$ cat config.mk
export PLATFORM = sky130hd
export DESIGN_NAME = conv_transpose2d
export DESIGN_NICKNAME = d
export VERILOG_FILES = /design/src/rtl/conv_transpose2d.sv
export SDC_FILE = /design/constraint.sdc
export NUM_CORES = 1
export LEC_CHECK = 0
export CAP_MARGIN = 0
export CORE_MARGIN = 2
export CORE_UTILIZATION = 25
export CTS_CLUSTER_DIAMETER = 150
export CTS_CLUSTER_SIZE = 25
export DETAILED_ROUTE_END_ITERATION = 8
export DONT_BUFFER_PORTS = 1
export PLACE_DENSITY_LB_ADDON = 0.2
export SLEW_MARGIN = 25
export SYNTH_ARGS = -nofsm -noshare
export SYNTH_HDL_FRONTEND = slang
export SYNTH_SLANG_ARGS = --single-unit
$ cat constraint.sdc
create_clock -name clk -period 12.6 [get_ports clk]
set_clock_uncertainty 0.05 [all_clocks]
set_input_delay 1.26 -clock clk [delete_from_list [all_inputs] [get_ports clk]]
set_output_delay 1.26 -clock clk [all_outputs]
set_load 0.01 [all_outputs]
$ cat src/rtl/conv_transpose2d.sv
// rtl/conv_transpose2d.sv - sequential gather-form transposed 2-D convolution over external memories.
// Optional ReLU on the written result when CONVT_RELU_EN is defined.
module conv_transpose2d #(
  parameter int BATCH_SIZE     = 1,
  parameter int IN_CHANNELS    = 1,
  parameter int OUT_CHANNELS   = 2,
  parameter int IN_HEIGHT      = 2,
  parameter int IN_WIDTH       = 2,
  parameter int KERNEL_SIZE    = 2,
  parameter int STRIDE         = 2,
  parameter int PADDING        = 0,
  parameter int OUTPUT_PADDING = 0,
  parameter int DATA_WIDTH     = 32,
  parameter int ADDR_WIDTH     = 16
) (
  input  logic                  clk,
  input  logic                  rst,
  input  logic                  start,
  output logic                  done,
  output logic                  valid,
  output logic [ADDR_WIDTH-1:0] input_addr,
  input  logic [DATA_WIDTH-1:0] input_data,
  output logic                  input_en,
  output logic [ADDR_WIDTH-1:0] output_addr,
  output logic [DATA_WIDTH-1:0] output_data,
  output logic                  output_we,
  output logic                  output_en
);

  localparam int OUT_H     = (IN_HEIGHT - 1) * STRIDE - 2 * PADDING + KERNEL_SIZE + OUTPUT_PADDING;
  localparam int OUT_W     = (IN_WIDTH - 1) * STRIDE - 2 * PADDING + KERNEL_SIZE + OUTPUT_PADDING;
  localparam int ACC_W     = DATA_WIDTH + 8;
  localparam int IN_PLANE  = IN_HEIGHT * IN_WIDTH;
  localparam int IN_BATCH  = IN_CHANNELS * IN_PLANE;
  localparam int OUT_PLANE = OUT_H * OUT_W;
  localparam int OUT_BATCH = OUT_CHANNELS * OUT_PLANE;

  // Every weight is 1 and every bias is 0, so no weight/bias storage is needed.
  localparam logic signed [ACC_W-1:0] WEIGHT = {{(ACC_W-1){1'b0}}, 1'b1};
  localparam logic signed [ACC_W-1:0] BIAS   = '0;

  typedef enum logic [2:0] {IDLE, INIT, TAP, RDW, MAC, STORE, WRITE, DONE_ST} state_t;
  state_t state;

  logic [31:0] b, oc, oy, ox, ic, ky, kx;
  logic [31:0] b_n, oc_n, oy_n, ox_n, ic_n, ky_n, kx_n;
  logic signed [ACC_W-1:0] acc, data_x, prod;
  logic signed [31:0] ny, nx, iy, ix;
  logic tap_ok, last_tap, last_pixel;
  logic [ADDR_WIDTH-1:0] in_addr_c, out_addr_c;
  logic [DATA_WIDTH-1:0] result;

  assign valid = done;

  always_comb begin
    ny = $signed(oy) + PADDING - $signed(ky);
    nx = $signed(ox) + PADDING - $signed(kx);
    iy = ny / STRIDE;
    ix = nx / STRIDE;
    tap_ok = !ny[31] && !nx[31] && (ny % STRIDE == 0) && (nx % STRIDE == 0) &&
             (iy < IN_HEIGHT) && (ix < IN_WIDTH);
    in_addr_c  = ADDR_WIDTH'(b * IN_BATCH + ic * IN_PLANE + $unsigned(iy) * IN_WIDTH + $unsigned(ix));
    out_addr_c = ADDR_WIDTH'(b * OUT_BATCH + oc * OUT_PLANE + oy * OUT_W + ox);
    data_x = ACC_W'($signed(input_data));
    prod   = data_x * WEIGHT;
`ifdef CONVT_RELU_EN
    result = acc[ACC_W-1] ? '0 : acc[DATA_WIDTH-1:0];
`else
    result = acc[DATA_WIDTH-1:0];
`endif
  end

  // Tap order: kx innermost, then ky, then ic.
  always_comb begin
    kx_n = kx + 1;
    ky_n = ky;
    ic_n = ic;
    if (kx == KERNEL_SIZE - 1) begin
      kx_n = '0;
      ky_n = ky + 1;
      if (ky == KERNEL_SIZE - 1) begin
        ky_n = '0;
        ic_n = ic + 1;
      end
    end
    last_tap = (ic == IN_CHANNELS - 1) && (ky == KERNEL_SIZE - 1) && (kx == KERNEL_SIZE - 1);
  end

  // Pixel order: ox innermost, then oy, oc, batch.
  always_comb begin
    ox_n = ox + 1;
    oy_n = oy;
    oc_n = oc;
    b_n  = b;
    if (ox == OUT_W - 1) begin
      ox_n = '0;
      oy_n = oy + 1;
      if (oy == OUT_H - 1) begin
        oy_n = '0;
        oc_n = oc + 1;
        if (oc == OUT_CHANNELS - 1) begin
          oc_n = '0;
          b_n  = b + 1;
        end
      end
    end
    last_pixel = (b == BATCH_SIZE - 1) && (oc == OUT_CHANNELS - 1) &&
                 (oy == OUT_H - 1) && (ox == OUT_W - 1);
  end

  always_ff @(posedge clk or posedge rst) begin
    if (rst) begin
      state       <= IDLE;
      done        <= 1'b0;
      input_en    <= 1'b0;
      output_we   <= 1'b0;
      output_en   <= 1'b0;
      input_addr  <= '0;
      output_addr <= '0;
      output_data <= '0;
      acc         <= '0;
      b  <= '0; oc <= '0; oy <= '0; ox <= '0;
      ic <= '0; ky <= '0; kx <= '0;
    end else begin
      case (state)
        IDLE: begin
          done        <= 1'b0;
          input_en    <= 1'b0;
          output_we   <= 1'b0;
          output_en   <= 1'b0;
          input_addr  <= '0;
          output_addr <= '0;
          output_data <= '0;
          if (start) begin
            b  <= '0; oc <= '0; oy <= '0; ox <= '0;
            state <= INIT;
          end
        end
        INIT: begin
          acc <= BIAS;
          ic  <= '0; ky <= '0; kx <= '0;
          state <= TAP;
        end
        TAP: begin
          if (tap_ok) begin
            input_addr <= in_addr_c;
            input_en   <= 1'b1;
            state      <= RDW;
          end else begin
            ic <= ic_n; ky <= ky_n; kx <= kx_n;
            state <= last_tap ? STORE : TAP;
          end
        end
        RDW: begin
          input_en <= 1'b0;
          state    <= MAC;
        end
        // Read data arrives one cycle after the enable, so it is valid here.
        MAC: begin
          acc <= acc + prod;
          ic <= ic_n; ky <= ky_n; kx <= kx_n;
          state <= last_tap ? STORE : TAP;
        end
        STORE: begin
          output_addr <= out_addr_c;
          output_data <= result;
          output_we   <= 1'b1;
          output_en   <= 1'b1;
          state       <= WRITE;
        end
        WRITE: begin
          output_we <= 1'b0;
          output_en <= 1'b0;
          b <= b_n; oc <= oc_n; oy <= oy_n; ox <= ox_n;
          state <= last_pixel ? DONE_ST : INIT;
        end
        DONE_ST: begin
          done <= 1'b1;
          if (!start) state <= IDLE;
        end
        default: state <= IDLE;
      endcase
    end
  end

endmodule

==> qor.log <==
qor: run_status.run_status completed
qor: sta.timing.final.crit_period 9.37 ns
qor: power.pleak 0.0115 uW
qor: power.power.density_cell_area 169 mW/mm2
qor: final_layout.filler_cell_count 10700
qor: worst_setup_path.regToRegStartpoint ox[6]$_DFFE_PP0P_
qor: sta.final_critical_path_share_of_the_clock_period 74.4%
qor: worst_setup_path.path_delay_family simple AND/OR/NAND/NOR gates
qor: clock_network.cts_resized 0
qor: final_layout.ratio_of_cells_with_drive_above_1_in_the_final_layout 4.25%
qor: synthesis.postSynth.asyncResetShare 100%
qor: worst_setup_path.category_of_the_worst_setup_path_capture_point register
qor: global_route.vias_in_the_first_global_route 21000
qor: drt.post_drt_wl_per_cell 20.0 um
qor: placement.gp_congestion 0.852
qor: clock_network.root_buffer clkbuf_16
qor: sta.tightest_pin_transition 1.09 ns
qor: synthesis.post_synthesis_mean_instance_area 8.59 um2
qor: clock_network.cts_made_buffers 17
qor: global_route.grtUsageMet1 21.8%
qor: worst_setup_path.cp_data_arrival_time 9.75 ns
qor: clock_network.cts_max_level 1
qor: worst_setup_path.worst_setup_sp ox[6]$_DFFE_PP0P_
qor: sta.holdWs 0.450 ns
qor: synthesis.synth_enable_flop_cells 0
qor: global_route.track_usage 15.9%
qor: sta.finalWorstSetupSlack 3.23 ns
qor: clock_network.cts_hold_repair.buffers 0
qor: clock_network.reg_clk_slew_reported_paths 0.12 ns
qor: worst_hold_path.holdCritStartpoint acc[31]$_DFFE_PP0P_
qor: die.core_area 0.0997 mm2
qor: drt.drc 0
qor: placement.detailedPlace.worstSlack 3.44 ns
qor: clock_network.clock_tree.buffer_depth 3
qor: worst_setup_path.max_stage_delay 0.74 ns
qor: worst_setup_path.crit_fanout 60
qor: synthesis.yosys_register_bits 326
qor: global_route.grt_antenna_before_repair 0
qor: worst_setup_path.cp.required 12.98 ns
qor: power.irDropWorstVdd 96.9 uV
qor: global_route.use_met2 27.3%
qor: run.max_cap_violations 0
qor: synthesis.yosys_most_used_dff dfrtp_1
qor: die.die_ht 321 um
qor: synthesis.ys_types 96
qor: die.effective_utilization_at_floorplan 25.1%
qor: sta.worst_slew_margin_rel 26.9%
qor: global_route.globalRouteMet3Util 1.22%
qor: sta.setup_violations_final 0
qor: placement.hpwl 62700 um
qor: die.fp.dieW 321 um
qor: worst_setup_path.critPathBufInv 1
qor: drt.routed_wl 82900 um
qor: sta.rsz0062_at_grt no
qor: final_layout.mostFrequentLayoutCells 326 x dfrtp_1, 255 x nand2_1, 217 x o21ai_0
qor: clock_network.post-cts-setup-buffers 0
qor: die.die_outline_area 0.103 mm2
qor: global_route.globalRouteOverflowTotal 0
qor: sta.final-max-slew-violation-count 0
qor: drt.via_per_inst 5.21
qor: die.placement_rows 116
qor: synthesis.ys_seq_area_share 32.5%
qor: sta.timing_hold_violations_final 0
qor: placement.buffer_ports.inserted 0
qor: sta.max_freq 0.107 GHz
qor: final_layout.antenna-diode-count 0
qor: worst_hold_path.timing.hold.worst.class reg -> reg
qor: die.io_pins 104
qor: drt.drtPass1Iterations 5
qor: worst_setup_path.cp-start-kind register
qor: global_route.grt_start_max_net_pins 98
qor: global_route.gr-max-usage-layer met2
qor: final_layout.layout.nets 3072
qor: global_route.wire_length_of_the_first_global_routing_pass 131000 um
qor: clock_network.cts_tree done
qor: clock_network.clkLatencyLatePin 0.59 ns
qor: worst_setup_path.worst_path_max_delay_cell nor3_2
qor: final_layout.layout_commonest_cell dfrtp_1
qor: drt.dr.first_iter.drc_count 1491
qor: worst_setup_path.critical_path_class reg -> reg
qor: final_layout.syn2layout_area_growth 7.20%
qor: synthesis.synthCells 2917
qor: drt.via_count 21600
qor: sta.setup_tns 0 ns
qor: synthesis.syn_nets 3141
qor: synthesis.synth.yosys.warnings 0
qor: synthesis.netlist_area_before_placement 0.0251 mm2
qor: drt.antenna_violating_nets_post_route 0
qor: clock_network.clock-sinks 326
## state kept, by name (all words and copies together), names as in the netlist, 32 cells and up
signal / flops
oc: 32
ky: 32
b: 32
kx: 32
ox: 32
output_data: 32
oy: 32
acc: 32
ic: 32
## cell type report
class                   count  area (um2)  share of cell area [%]
well taps                1298        1620                    6.04
repair buffers             28         210                   0.782
clock inverters             4        37.5                   0.140
clock buffers              17         425                    1.58
inverters                 162         616                    2.29
flip-flops and latches    326        8160                    30.4
multi-input cells        2313       15800                    58.8
## synthesized netlist by cell type (all sizes together) (13+ instances only)
cell,number,area share (%)
a31oi,33,0.82
fa,52,4.2
nor4b,15,0.58
nand2,255,3.8
nand3,119,2.4
clkbuf,85,1.3
dfrtp,326,33
o21a,14,0.42
o21ai,242,4.9
xor2,89,3.1
nor3,76,1.5
xnor2,119,4.2
a211o,15,0.52
buf,31,0.97
o31ai,53,1.6
nor2,215,3.2
and3,74,1.8
ha,137,6.8
nand4,88,2.2
inv,162,2.4
and4,13,0.45
a22o,66,2.3
o21bai,25,0.75
nor4,69,1.8
a21oi,152,3.1
a211oi,25,0.83
a21o,44,1.3
nor2b,23,0.57
nand2b,22,0.55
or2,23,0.58
mux2i,15,0.60
or4,13,0.40
or3,38,0.97
and2,38,0.95
## stage by stage
stage / total power (uW) / utilization, % / area, um2 / instances
after floorplan: 3110 / - / 25100 / 2917
after global placement: 3930 / 26.5 / 26400 / 4127
after detailed placement: 3920 / 26.5 / 26400 / 4127
after CTS: 4600 / 26.9 / 26900 / 4148
after global routing: 4910 / 26.9 / 26900 / 4148
final: 4540 / 26.9 / 26900 / 4148
## logic make-up after synthesis
logic type	count (synthesis)	synth area share [%]
compound gates	790	20.9
xor+xnor	208	7.30
fa+ha+maj	189	11.0
buf+inv	278	4.68
flops	326	32.5
mux	22	0.914
simple gates	1104	22.7
## routing by layer
metal / wire length (um) / vias up
li1: - / 10500
met1: 39100 / 10700
met2: 40200 / 304
met3: 2020 / 56
met4: 1640 / 0
met5: 0 / -
## final timing paths
| kind | cells past startpoint | slack, ns | end |
|---|---|---|---|
| max reg2reg | 26 | 3.23 | ky[24]$_DFFE_PP0P_ |
| max | 26 | 3.23 | ky[24]$_DFFE_PP0P_ |
| min | 1 | 0.45 | acc[31]$_DFFE_PP0P_ |
| min reg2reg | 1 | 0.45 | acc[31]$_DFFE_PP0P_ |
| min in group asynchronous | 1 | 0.61 | acc[2]$_DFFE_PP0P_ |
| max in group asynchronous | 3 | 9.74 | ic[24]$_DFFE_PP0P_ |
## worst register-to-register path, delay by kind of cell, from the launching register on
kind | cells | cell delay, ns
buf+inv | 1 | 0.67
xor+xnor | 1 | 0.20
compound gates | 9 | 2.46
fa+ha+maj | 2 | 0.63
flops | 1 | 0.50
mux | 1 | 0.42
simple gates | 12 | 4.26
## report_power, final
part | internal [uW] | leakage (uW) | switching (uW) | total [uW]
Combinational | 911 | 0.00675 | 1750 | 2660
Clock | 252 | 0.000229 | 400 | 651
Sequential | 1120 | 0.00452 | 113 | 1240
Total | 2290 | 0.0115 | 2260 | 4540
Power figures use the tool's default switching activity.
